==> config.mk <==
export PLATFORM = sky130hd
export DESIGN_NAME = serial_host_master_flat
export DESIGN_NICKNAME = d
export VERILOG_FILES = /design/src/rtl/serial_host_master_if.sv /design/src/rtl/serial_host_master.sv /design/src/flat_wrapper.sv
export SDC_FILE = /design/constraint.sdc
export NUM_CORES = 1
export LEC_CHECK = 0
export CAP_MARGIN = 10
export CORE_UTILIZATION = 57
export DETAILED_ROUTE_END_ITERATION = 8
export MAX_ROUTING_LAYER = met4
export PLACE_DENSITY = 0.82
export RECOVER_POWER = 100
export SLEW_MARGIN = 20
export SYNTH_ARGS = -nofsm -noshare
export SYNTH_HDL_FRONTEND = slang
export SYNTH_SLANG_ARGS = --single-unit
==> constraint.sdc <==
create_clock -name clk -period 2.8 [get_ports clk]
set_input_delay 0.42 -clock clk [delete_from_list [all_inputs] [get_ports clk]]
set_output_delay 0.42 -clock clk [all_outputs]
set_load 0.05 [all_outputs]
==> src/rtl/serial_host_master_if.sv <==
// Request/response port bundle for serial_host_master.
// The requester drives cmd_* and reads rsp_*; the serial_host_master block itself
// sits on the slave modport.
interface serial_host_master_if #(
  parameter int PERIPH_ADDR_WIDTH = 4
);
  logic                         cmd_valid;
  logic                         cmd_ready;
  logic                         cmd_rw;
  logic [PERIPH_ADDR_WIDTH-1:0] cmd_periph_addr;
  logic [7:0]                   cmd_reg_addr;
  logic [7:0]                   cmd_wdata;
  logic                         rsp_valid;
  logic [7:0]                   rsp_rdata;
  logic                         rsp_timeout;
  logic                         busy;

  modport master (
    output cmd_valid, cmd_rw, cmd_periph_addr, cmd_reg_addr, cmd_wdata,
    input  cmd_ready, rsp_valid, rsp_rdata, rsp_timeout, busy
  );

  modport slave (
    input  cmd_valid, cmd_rw, cmd_periph_addr, cmd_reg_addr, cmd_wdata,
    output cmd_ready, rsp_valid, rsp_rdata, rsp_timeout, busy
  );
endinterface

==> src/rtl/serial_host_master.sv <==
// Host-side initiator for the serial_fpga command protocol.
// Serializes one register read/write request as 8N1 bytes on txd and, for reads,
// waits (with a timeout) for the one-byte reply on rxd.
module serial_host_master #(
  parameter int CLK_FREQUENCY     = 50_000_000,
  parameter int BAUD              = 115_200,
  parameter int PERIPH_ADDR_WIDTH = 4,
  parameter int TIMEOUT_CYCLES    = 1_000_000
) (
  input  logic                 clk,
  input  logic                 reset,
  serial_host_master_if.slave  bus,
  input  logic                 rxd,
  output logic                 txd
);

  localparam int DIV   = CLK_FREQUENCY / BAUD;
  localparam int HALF  = (DIV / 2 > 0) ? DIV / 2 : 1;
  localparam int CNT_W = $clog2(DIV + 1);
  localparam int TMO_W = $clog2(TIMEOUT_CYCLES + 1);

  localparam logic [CNT_W-1:0] BIT_LAST  = CNT_W'(DIV - 1);
  localparam logic [CNT_W-1:0] HALF_LAST = CNT_W'(HALF - 1);
  localparam logic [TMO_W-1:0] TMO_LAST  = TMO_W'(TIMEOUT_CYCLES - 1);

  typedef enum logic [2:0] {
    S_IDLE, S_TX_CMD, S_TX_ADDR, S_TX_DATA, S_RX_WAIT, S_DONE
  } state_t;

  typedef enum logic [1:0] {
    R_IDLE, R_START, R_DATA, R_STOP
  } rx_state_t;

  // Frame bit idx of a byte: 0 = start, 1..8 = data LSB first, 9 = stop.
  function automatic logic frame_bit(input logic [7:0] b, input logic [3:0] idx);
    logic [3:0] j;
    j = idx - 4'd1;
    if (idx == 4'd0)      return 1'b0;
    else if (idx >= 4'd9) return 1'b1;
    else                  return b[j[2:0]];
  endfunction

  // Transmit / command FSM state
  state_t           state_q, state_d;
  logic [CNT_W-1:0] baud_q, baud_d;
  logic [3:0]       bit_q, bit_d;
  logic             txd_q, txd_d;
  logic [7:0]       rsp_rdata_q, rsp_rdata_d;
  logic             rsp_timeout_q, rsp_timeout_d;

  // Registered request
  logic             rw_q;
  logic [7:0]       byte0_q, reg_q, wdata_q;
  logic [6:0]       pa_ext;
  logic [7:0]       cur_byte;
  logic             accept;

  // Timeout
  logic [TMO_W-1:0] tmo_cnt_q;
  logic             tmo_hit_q;

  // Receiver
  logic             rx_s1_q, rx_s2_q, rx_prev_q;
  rx_state_t        rx_state_q, rx_state_d;
  logic [CNT_W-1:0] rx_cnt_q, rx_cnt_d;
  logic [2:0]       rx_bit_q, rx_bit_d;
  logic [7:0]       rx_shift_q, rx_shift_d;
  logic [7:0]       rx_byte_q, rx_byte_d;
  logic             rx_done_q, rx_done_d;

  assign accept          = (state_q == S_IDLE) && bus.cmd_valid;
  assign bus.cmd_ready   = (state_q == S_IDLE);
  assign bus.busy        = (state_q != S_IDLE);
  assign bus.rsp_valid   = (state_q == S_DONE);
  assign bus.rsp_rdata   = rsp_rdata_q;
  assign bus.rsp_timeout = rsp_timeout_q;
  assign txd             = txd_q;

  // Zero-extend the peripheral address into the 7-bit field of byte0.
  always_comb begin
    pa_ext = '0;
    pa_ext[PERIPH_ADDR_WIDTH-1:0] = bus.cmd_periph_addr;
  end

  // Capture the request fields at acceptance; later input changes are ignored.
  always_ff @(posedge clk) begin
    if (accept) begin
      rw_q    <= bus.cmd_rw;
      byte0_q <= {bus.cmd_rw, pa_ext};
      reg_q   <= bus.cmd_reg_addr;
      wdata_q <= bus.cmd_wdata;
    end
  end

  // Byte currently on the wire, selected by which TX state is active.
  always_comb begin
    cur_byte = wdata_q;
    if (state_q == S_TX_CMD)       cur_byte = byte0_q;
    else if (state_q == S_TX_ADDR) cur_byte = reg_q;
  end

  // Command FSM state register, bit timing and response registers.
  always_ff @(posedge clk) begin
    if (reset) begin
      state_q       <= S_IDLE;
      baud_q        <= '0;
      bit_q         <= '0;
      txd_q         <= 1'b1;
      rsp_rdata_q   <= '0;
      rsp_timeout_q <= 1'b0;
    end else begin
      state_q       <= state_d;
      baud_q        <= baud_d;
      bit_q         <= bit_d;
      txd_q         <= txd_d;
      rsp_rdata_q   <= rsp_rdata_d;
      rsp_timeout_q <= rsp_timeout_d;
    end
  end

  // Command FSM next state: back-to-back bytes, reply wait and completion.
  always_comb begin
    state_d       = state_q;
    baud_d        = baud_q;
    bit_d         = bit_q;
    txd_d         = txd_q;
    rsp_rdata_d   = rsp_rdata_q;
    rsp_timeout_d = rsp_timeout_q;
    case (state_q)
      S_IDLE: begin
        txd_d = 1'b1;
        if (bus.cmd_valid) begin
          state_d = S_TX_CMD;
          baud_d  = '0;
          bit_d   = '0;
          txd_d   = 1'b0;
        end
      end
      S_TX_CMD, S_TX_ADDR, S_TX_DATA: begin
        if (baud_q == BIT_LAST) begin
          baud_d = '0;
          if (bit_q == 4'd9) begin
            // Stop bit done: next byte starts with its start bit immediately.
            bit_d = '0;
            if (state_q == S_TX_CMD) begin
              state_d = S_TX_ADDR;
              txd_d   = 1'b0;
            end else if (state_q == S_TX_ADDR && !rw_q) begin
              state_d = S_TX_DATA;
              txd_d   = 1'b0;
            end else if (state_q == S_TX_ADDR) begin
              state_d = S_RX_WAIT;
              txd_d   = 1'b1;
            end else begin
              state_d       = S_DONE;
              txd_d         = 1'b1;
              rsp_rdata_d   = '0;
              rsp_timeout_d = 1'b0;
            end
          end else begin
            bit_d = bit_q + 4'd1;
            txd_d = frame_bit(cur_byte, bit_q + 4'd1);
          end
        end else begin
          baud_d = baud_q + 1'b1;
        end
      end
      S_RX_WAIT: begin
        txd_d = 1'b1;
        // A byte completing on the timeout cycle takes priority.
        if (rx_done_q) begin
          state_d       = S_DONE;
          rsp_rdata_d   = rx_byte_q;
          rsp_timeout_d = 1'b0;
        end else if (tmo_hit_q) begin
          state_d       = S_DONE;
          rsp_rdata_d   = '0;
          rsp_timeout_d = 1'b1;
        end
      end
      S_DONE: begin
        txd_d   = 1'b1;
        state_d = S_IDLE;
      end
      default: begin
        state_d = S_IDLE;
        txd_d   = 1'b1;
      end
    endcase
  end

  // Reply timeout: counts from zero on RX_WAIT entry, flags the limit one cycle later.
  always_ff @(posedge clk) begin
    if (reset) begin
      tmo_cnt_q <= '0;
      tmo_hit_q <= 1'b0;
    end else begin
      tmo_cnt_q <= (state_q == S_RX_WAIT) ? tmo_cnt_q + 1'b1 : '0;
      tmo_hit_q <= (state_q == S_RX_WAIT) && (tmo_cnt_q == TMO_LAST);
    end
  end

  // Two-flop synchronizer on rxd plus one delayed copy for falling-edge detect.
  always_ff @(posedge clk) begin
    if (reset) begin
      rx_s1_q   <= 1'b1;
      rx_s2_q   <= 1'b1;
      rx_prev_q <= 1'b1;
    end else begin
      rx_s1_q   <= rxd;
      rx_s2_q   <= rx_s1_q;
      rx_prev_q <= rx_s2_q;
    end
  end

  // Receiver FSM state register and completion pulse.
  always_ff @(posedge clk) begin
    if (reset) begin
      rx_state_q <= R_IDLE;
      rx_cnt_q   <= '0;
      rx_bit_q   <= '0;
      rx_done_q  <= 1'b0;
    end else begin
      rx_state_q <= rx_state_d;
      rx_cnt_q   <= rx_cnt_d;
      rx_bit_q   <= rx_bit_d;
      rx_done_q  <= rx_done_d;
    end
  end

  // Receiver shift and holding registers.
  always_ff @(posedge clk) begin
    rx_shift_q <= rx_shift_d;
    rx_byte_q  <= rx_byte_d;
  end

  // Receiver next state: start re-check at half bit, centre sampling, stop check.
  always_comb begin
    rx_state_d = rx_state_q;
    rx_cnt_d   = rx_cnt_q;
    rx_bit_d   = rx_bit_q;
    rx_shift_d = rx_shift_q;
    rx_byte_d  = rx_byte_q;
    rx_done_d  = 1'b0;
    case (rx_state_q)
      R_IDLE: begin
        if (rx_prev_q && !rx_s2_q) begin
          rx_state_d = R_START;
          rx_cnt_d   = '0;
        end
      end
      R_START: begin
        if (rx_cnt_q == HALF_LAST) begin
          rx_cnt_d   = '0;
          rx_bit_d   = '0;
          rx_state_d = rx_s2_q ? R_IDLE : R_DATA;
        end else begin
          rx_cnt_d = rx_cnt_q + 1'b1;
        end
      end
      R_DATA: begin
        if (rx_cnt_q == BIT_LAST) begin
          rx_cnt_d   = '0;
          rx_shift_d = {rx_s2_q, rx_shift_q[7:1]};
          if (rx_bit_q == 3'd7) rx_state_d = R_STOP;
          else                  rx_bit_d   = rx_bit_q + 3'd1;
        end else begin
          rx_cnt_d = rx_cnt_q + 1'b1;
        end
      end
      R_STOP: begin
        if (rx_cnt_q == BIT_LAST) begin
          rx_cnt_d   = '0;
          rx_state_d = R_IDLE;
          if (rx_s2_q) begin
            rx_byte_d = rx_shift_q;
            rx_done_d = 1'b1;
          end
        end else begin
          rx_cnt_d = rx_cnt_q + 1'b1;
        end
      end
      default: rx_state_d = R_IDLE;
    endcase
  end

endmodule

==> src/flat_wrapper.sv <==
// flat-port wrapper written by rule: the top's interface ports become plain ports
module serial_host_master_flat 
#(
  parameter int CLK_FREQUENCY     = 50_000_000,
  parameter int BAUD              = 115_200,
  parameter int PERIPH_ADDR_WIDTH = 4,
  parameter int TIMEOUT_CYCLES    = 1_000_000
)
  (clk, reset, rxd, txd, bus_cmd_valid, bus_cmd_rw, bus_cmd_periph_addr, bus_cmd_reg_addr, bus_cmd_wdata, bus_cmd_ready, bus_rsp_valid, bus_rsp_rdata, bus_rsp_timeout, bus_busy);
  serial_host_master_if #(.PERIPH_ADDR_WIDTH(PERIPH_ADDR_WIDTH)) bus_i ();
  input  logic clk;
  input  logic reset;
  input  logic rxd;
  output logic txd;
  input wire logic [$bits(bus_i.cmd_valid)-1:0] bus_cmd_valid;
  input wire logic [$bits(bus_i.cmd_rw)-1:0] bus_cmd_rw;
  input wire logic [$bits(bus_i.cmd_periph_addr)-1:0] bus_cmd_periph_addr;
  input wire logic [$bits(bus_i.cmd_reg_addr)-1:0] bus_cmd_reg_addr;
  input wire logic [$bits(bus_i.cmd_wdata)-1:0] bus_cmd_wdata;
  output wire logic [$bits(bus_i.cmd_ready)-1:0] bus_cmd_ready;
  output wire logic [$bits(bus_i.rsp_valid)-1:0] bus_rsp_valid;
  output wire logic [$bits(bus_i.rsp_rdata)-1:0] bus_rsp_rdata;
  output wire logic [$bits(bus_i.rsp_timeout)-1:0] bus_rsp_timeout;
  output wire logic [$bits(bus_i.busy)-1:0] bus_busy;
  assign bus_i.cmd_valid = bus_cmd_valid;
  assign bus_i.cmd_rw = bus_cmd_rw;
  assign bus_i.cmd_periph_addr = bus_cmd_periph_addr;
  assign bus_i.cmd_reg_addr = bus_cmd_reg_addr;
  assign bus_i.cmd_wdata = bus_cmd_wdata;
  assign bus_cmd_ready = bus_i.cmd_ready;
  assign bus_rsp_valid = bus_i.rsp_valid;
  assign bus_rsp_rdata = bus_i.rsp_rdata;
  assign bus_rsp_timeout = bus_i.rsp_timeout;
  assign bus_busy = bus_i.busy;
  serial_host_master #(.CLK_FREQUENCY(CLK_FREQUENCY), .BAUD(BAUD), .PERIPH_ADDR_WIDTH(PERIPH_ADDR_WIDTH), .TIMEOUT_CYCLES(TIMEOUT_CYCLES)) u_core (.clk(clk), .reset(reset), .bus(bus_i), .rxd(rxd), .txd(txd));
endmodule
# ---- Word-level counts from Yosys, hierarchy flattened
# Cells that the tools add are included.
dict set report word_totals {
  reg_bits 103
  input_bits 25
  out_inout_bits 13
}
dict set report classes {
  mux 60
  reduce_logical 25
  magnitude_cmp 2
  n_addsub 6
  n_eq_ne 27
  bitwise_logic 3
}
# op count
set op_table {}
lappend op_table {{2-to-1 mux 8 bit} 9}
lappend op_table {{2-to-1 mux 9 bit} 5}
lappend op_table {{2-to-1 mux 3 bit} 10}
lappend op_table {{one-hot mux 9 bit (3 select lines)} 1}
lappend op_table {{adder 20 x 1 -> 20 bit, second input constant} 1}
lappend op_table {{equality test 20 bit, second input constant} 1}
lappend op_table {{adder 9 x 1 -> 9 bit, second input constant} 2}
lappend op_table {{equality test 9 bit, second input constant} 2}
lappend op_table {{one-hot mux 9 bit (2 select lines)} 1}
lappend op_table {{2-to-1 mux 1 bit} 17}
lappend op_table {{one-hot mux 8 bit (2 select lines)} 1}
lappend op_table {{inequality test 2 x 1 -> 1 bit, second input constant} 7}
lappend op_table {{2-to-1 mux 2 bit} 6}
lappend op_table {{2-to-1 mux 4 bit} 3}
lappend op_table {{inequality test 2 bit, second input constant} 5}
lappend op_table {{equality test 3 bit, second input constant} 3}
lappend op_table {{equality test 9 x 8 -> 1 bit, second input constant} 1}
lappend op_table {{one-hot mux 3 bit (3 select lines)} 1}
lappend op_table {{one-hot mux 2 bit (4 select lines)} 1}
lappend op_table {{one-hot mux 4 bit (2 select lines)} 1}
lappend op_table {{AND reduction 4 bit} 2}
lappend op_table {{AND reduction 7 bit} 1}
lappend op_table {{equality test 3 x 2 -> 1 bit, second input constant} 2}
lappend op_table {{one-hot mux 3 bit (2 select lines)} 1}
lappend op_table {{25 further kinds} 39}

# ---- Depth between registers and ports, before layout
dict set report logic_depth {
  ltp_word 10
  depth_mapped 8
}

# ---- Worst setup path after synthesis
# OpenSTA, ideal clock, no wires.
dict set report synth_timing {
  kind {flip-flop to flip-flop}
  start {register u_core.state_q[0]}
  end {register u_core.bit_q[2]}
  setup_time_ps 57
  t_arrival_ps 2672
  slack_ps 71
  path_stages_with_launch 8
  cell_sequence {dfxtp_1 > nor2_1 > nand2_1 > inv_1 > and2_1 > o2111ai_1 > nor3b_1 > a21o_1}
}
dict set report synth_between {
  elab_cells_between_ends 10
}
# item line_no
set synth_lines {}
lappend synth_lines {{start, declared} serial_host_master.sv:44} ;# state_t state_q, state_d;
lappend synth_lines {{start signal, assigned} serial_host_master.sv:112} ;# state_q <= state_d;
lappend synth_lines {{zero test 3 bit *} --}
lappend synth_lines {{via bus_cmd_ready} flat_wrapper.sv:20} ;# output wire logic [$bits(bus_i.cmd_ready)-1:0] bus_cmd_ready;
lappend synth_lines {{inequality test 2 bit (no source line) / nonzero test 2 bit (equally long branches)} --}
lappend synth_lines {{AND reduction 3 bit (no source line)} --}
lappend synth_lines {{end signal, assigned} serial_host_master.sv:114} ;# bit_q <= bit_d;
lappend synth_lines {{end, declared} serial_host_master.sv:46} ;# logic [3:0] bit_q, bit_d;
# Mark *: on every way through the listed nets, which the timed path passes. The rest lies on a longest branch.
# A chain may end at the register's enable or synchronous reset.

# ---- Worst setup path after layout
dict set report layout_timing {
  start {register u_core.state_q[0]}
  end {output port bus_cmd_ready}
}
dict set report layout_between {
  elab_chain_cells 1
}
# item line_no
set layout_lines {}
lappend layout_lines {{zero test 3 bit} serial_host_master.sv:72} ;# assign bus.cmd_ready = (state_q == S_IDLE);
lappend layout_lines {{end, declared} flat_wrapper.sv:20}
# Every way passes these cells.

==> run summary <==
TritonCTS built the clock tree. Summed over all instances, the cell type with the most area after synthesis is dfxtp_1. 38 I/O pins were placed.

Summed over its instances, the top area cell type makes up 29.16% of the synthesized netlist area. Setup repair after global routing left no endpoint under its margin. The critical path goes through nor2_1, nand2_1, inv_1, clkdlybuf4s50_1. The floorplan step set the die height to 90.49 um. The routed design could run at a clock period as short as 2.683 ns. Measured in cells, the most critical reg-to-reg path has a length of 7. After routing, the total negative slack on setup checks comes to 0 ns.

The post-route non-filler standard cell count is 571. The number of nets handed over by synthesis was 463. For the number of antenna violations at the first check in global routing, the log shows 0. Synthesis inferred 102 register bits. At the end of routability-driven placement, the weighted congestion stood at 0.9072. In this run the remaining antenna-violating nets after routing total 0.

The slowest stage of the critical path is the clkdlybuf4s50_1 cell. The logs give 0.4035 ns for the worst slack at placement and 4946 um2 for the standard cell area after detailed placement. Highest ir drop seen on vdd: 0.0004797 V.

At the end of the flow, the number of nets in the layout was 504. Global routing used 22.31% of the available tracks across all layers. The H-tree was split into 3 levels.

The run gives 0 as the number of max-slew violations in the final report. In this run the worst setup path terminates at bus_cmd_ready. The measured slew at the worst slew-check pin is 1.371 ns, and the starting density of the core is 60.24%.

In the routed design, unresolved DRC markers number 0. End of the worst register-to-register path: u_core.txd. The post-CTS setup buffer count was 0; the buffer depth of the longest clock path was 2. The via count of the first global-routing pass is 3122.

The relative area change from synthesis to final layout was 14.69%. The critical path crosses 4 cells after its start point. The startpoint identified for the worst hold timing path is u_core.rx_s1_q. For the count of distinct cell types in the synthesized netlist, the log shows 56. The primary flip-flop cell chosen by synthesis mapping is dfxtp_1. The total die area came out at 8188 um2. The floorplan has 31 rows. Including well taps, the total number of placed cells is 555. The flow ran to the end, and the final reports show no timing, DRC or antenna violations. For the worst setup path, the data required time is 2.38 ns. After legalization and detailed placement, the total HPWL measured 5939 um.

Setup violations remaining at the end of the flow were counted as 0. For the TritonCTS sink count, the log shows 102. The number of clock buffers inserted by TritonCTS is 9, and the largest driver fanout on the critical path is 15. The via count of the routed design is 3257, and the number of DRC markers after the initial detailed-route iteration is 134. The critical path starts at u_core.state_q[0]. The tools report the maximum number of pins on one net before global-route repair as 31. The average instance area after synthesis is 10.48 um2.

For the antenna diode count, the log shows 0. The critical path launch point type is a flop. Port buffering added 37 buffers.

After layout, the worst setup slack is 0.1167 ns. For the headroom to the max-slew limit, the log shows 8.630%. The path class of the tightest hold or removal check is reg2reg.

Final number of hold-violating endpoints: 0. The post-detailed-route via-to-cell ratio is 5.704. Average detailed-routed wire length per instance: 14.67 um. The gate family responsible for the most delay along the worst path was buffers and inverters.

The core region is 7408 um2. After synthesis, the share of flip-flops with an asynchronous set or reset is 0%. The synthesis warning total is 0, and the wire length of the first global-routing pass is 14130 um. For the max-cap violation count, the log shows 0. Final routed wirelength across all metal layers: 8378 um.

The finished cells cover 5119 um2. The die width was 90.49 um. The number of buffers and inverters on the critical path is 2.

The startpoint of the lowest-slack register-to-register path is u_core.bit_q[0]. In this run the static leakage power is 1.745 nW. STA classifies the critical path endpoint as an output port. The areal power density over the cells works out to 726.7 nW/um2. The final clock skew is 0.01014 ns, and the number of flops mapped to enable cells by yosys is 37. In this run the cell area of the synthesized design comes to 4463 um2. The fraction of final layout cells with drive strength greater than 1 is 5.932%. The tree is rooted in a clkbuf_8. For the later-pin clock latency in the skew report, the log shows 0.37 ns.

Buffers inserted to repair hold after CTS numbered 0. Global routing finished with a remaining overflow of 0. The final critical path takes up 95.83% of the cycle. Gates resized during post-CTS repair numbered 0. Static timing analysis puts the maximum clock frequency at 0.3727 GHz.

The arrival time of data at the critical path endpoint is 2.26 ns. By area the synthesized netlist is led by dfxtp_1 29%, edfxtp_1 25%, nor2_1 4.0%. Gate count after technology mapping: 426. In this design, the stage delay of the slowest critical-path cell is 0.79 ns.

After clock tree synthesis, the clock-pin slew on the worst setup and hold paths is 0.10 ns. The setup slack of the worst register-to-register path was 0.36 ns. The critical path is of the reg2out type. Of the synthesized area, sequential elements account for 54.05%.

Length of the first detailed-routing pass in iterations: 5.
-- cells by family after synthesis --
kind of cell / synth area share, %
DFF: 54.05
xor gates and xnor gates: 5.102
buffers and inverters: 2.859
muxes: 3.308
and+or+nand+nor: 20.91
AOI/OAI and AO/OA: 10.40
adders and majority gates: 3.364
-- how the worst min path moves through the flow --
| stage | end | cells past startpoint |
|---|---|---|
| after floorplan | u_core.rx_s2_q | 1 |
| after global placement | u_core.rx_s2_q | 1 |
| after detailed placement | u_core.rx_s2_q | 1 |
| after CTS | u_core.rx_s2_q | 1 |
| after global routing | u_core.rx_s2_q | 1 |
| final | u_core.rx_s2_q | 1 |
-- flip-flops by register name, summed over array words and instances (netlist names), 3 cells and up, named ones only --
register              flops
u_core.rx_shift_q         8
u_core.wdata_q            8
u_core.rx_bit_q           3
u_core.reg_q              8
u_core.bit_q              4
u_core.rx_byte_q          8
u_core.rx_cnt_q           9
u_core.tmo_cnt_q         20
u_core.state_q            3
u_core.baud_q             9
u_core.bus.rsp_rdata      8
u_core.byte0_q            5
-- through the flow --
step	utilization, %	hold slack, ns	power, mW
finish	69.09	0.4209	3.720
global route	69.09	0.4357	3.902
CTS	69.43	0.4240	3.757
detailed placement	66.76	0.3993	2.843
global placement	66.76	0.3935	2.802
floorplan	-	0.3895	2.564
-- cell usage after synthesis (3+ instances only) --
library cell	count
xor2_1	17
inv_1	17
o21ai_0	9
a31oi_1	7
nor2_1	47
nand3_1	23
o21a_1	3
nand2b_1	4
a22oi_1	10
and2_1	4
o22ai_1	3
xnor2_1	9
edfxtp_1	37
and3_1	5
nor3b_1	4
nor3_1	11
nand4_1	7
a211oi_1	4
clkbuf_1	10
and4_1	4
nor4b_1	3
or3_1	12
a21oi_1	17
buf_2	3
dfxtp_1	65
or2_2	3
a21o_1	4
nand3b_1	3
ha_1	12
nand2_1	28
mux2i_1	8
-- worst register-to-register path: stages, from the launching register on --
cell and delay, ns:
dfxtp_1 0.50, inv_1 0.15, ha_1 0.40, or4bb_1 0.50, a21oi_1 0.16, a211oi_1 0.06, or4_1 0.41, a32oi_1 0.18
-- power by group --
part	total (mW)	internal (mW)	switching, mW
Combinational	0.973	0.374	0.599
Clock	0.927	0.422	0.505
Sequential	1.82	1.71	0.114
Total	3.72	2.50	1.22
-- cells in the final DEF (no fill, tap or decap), types with 4 or more instances in the layout --
cell             count
a211oi_1             4
a21o_1               4
a21oi_1             17
a22oi_1             10
a31oi_1              7
and3_1               5
and4_1               4
clkbuf_1             6
clkbuf_8             9
clkdlybuf4s50_1      4
dfxtp_1             65
dlygate4sd3_1       33
edfxtp_1            37
ha_1                12
inv_1               17
mux2i_1              8
nand2_1             28
nand2b_1             4
nand3_1             23
nand4_1              7
nor2_1              47
nor3_1              11
nor3b_1              4
nor4b_1              4
o21ai_0              9
or3_1               12
xnor2_1              9
xor2_1              17
-- per-layer routing --
layer  wire [um]  share of wire, %  global-route usage (%)  vias to the layer above
met5           0                 0                       -                        -
met4          85               1.0                   6.048                        0
met3         310               3.7                   6.313                        8
met2        4266                51                   37.94                       62
met1        3716                44                   25.80                     1558
li1            -                 -                       -                     1629
-- area by class of cell --
type                    count  area (um2)
multi-input cells         293        1917
fillers                   552        2290
flip-flops and latches    102        2412
repair buffers             44       404.1
well taps                  99       123.9
inverters                  17       63.81
clock inverters             6       70.07
clock buffers              10       127.6
No activity file was read; power rests on OpenSTA's default activity.
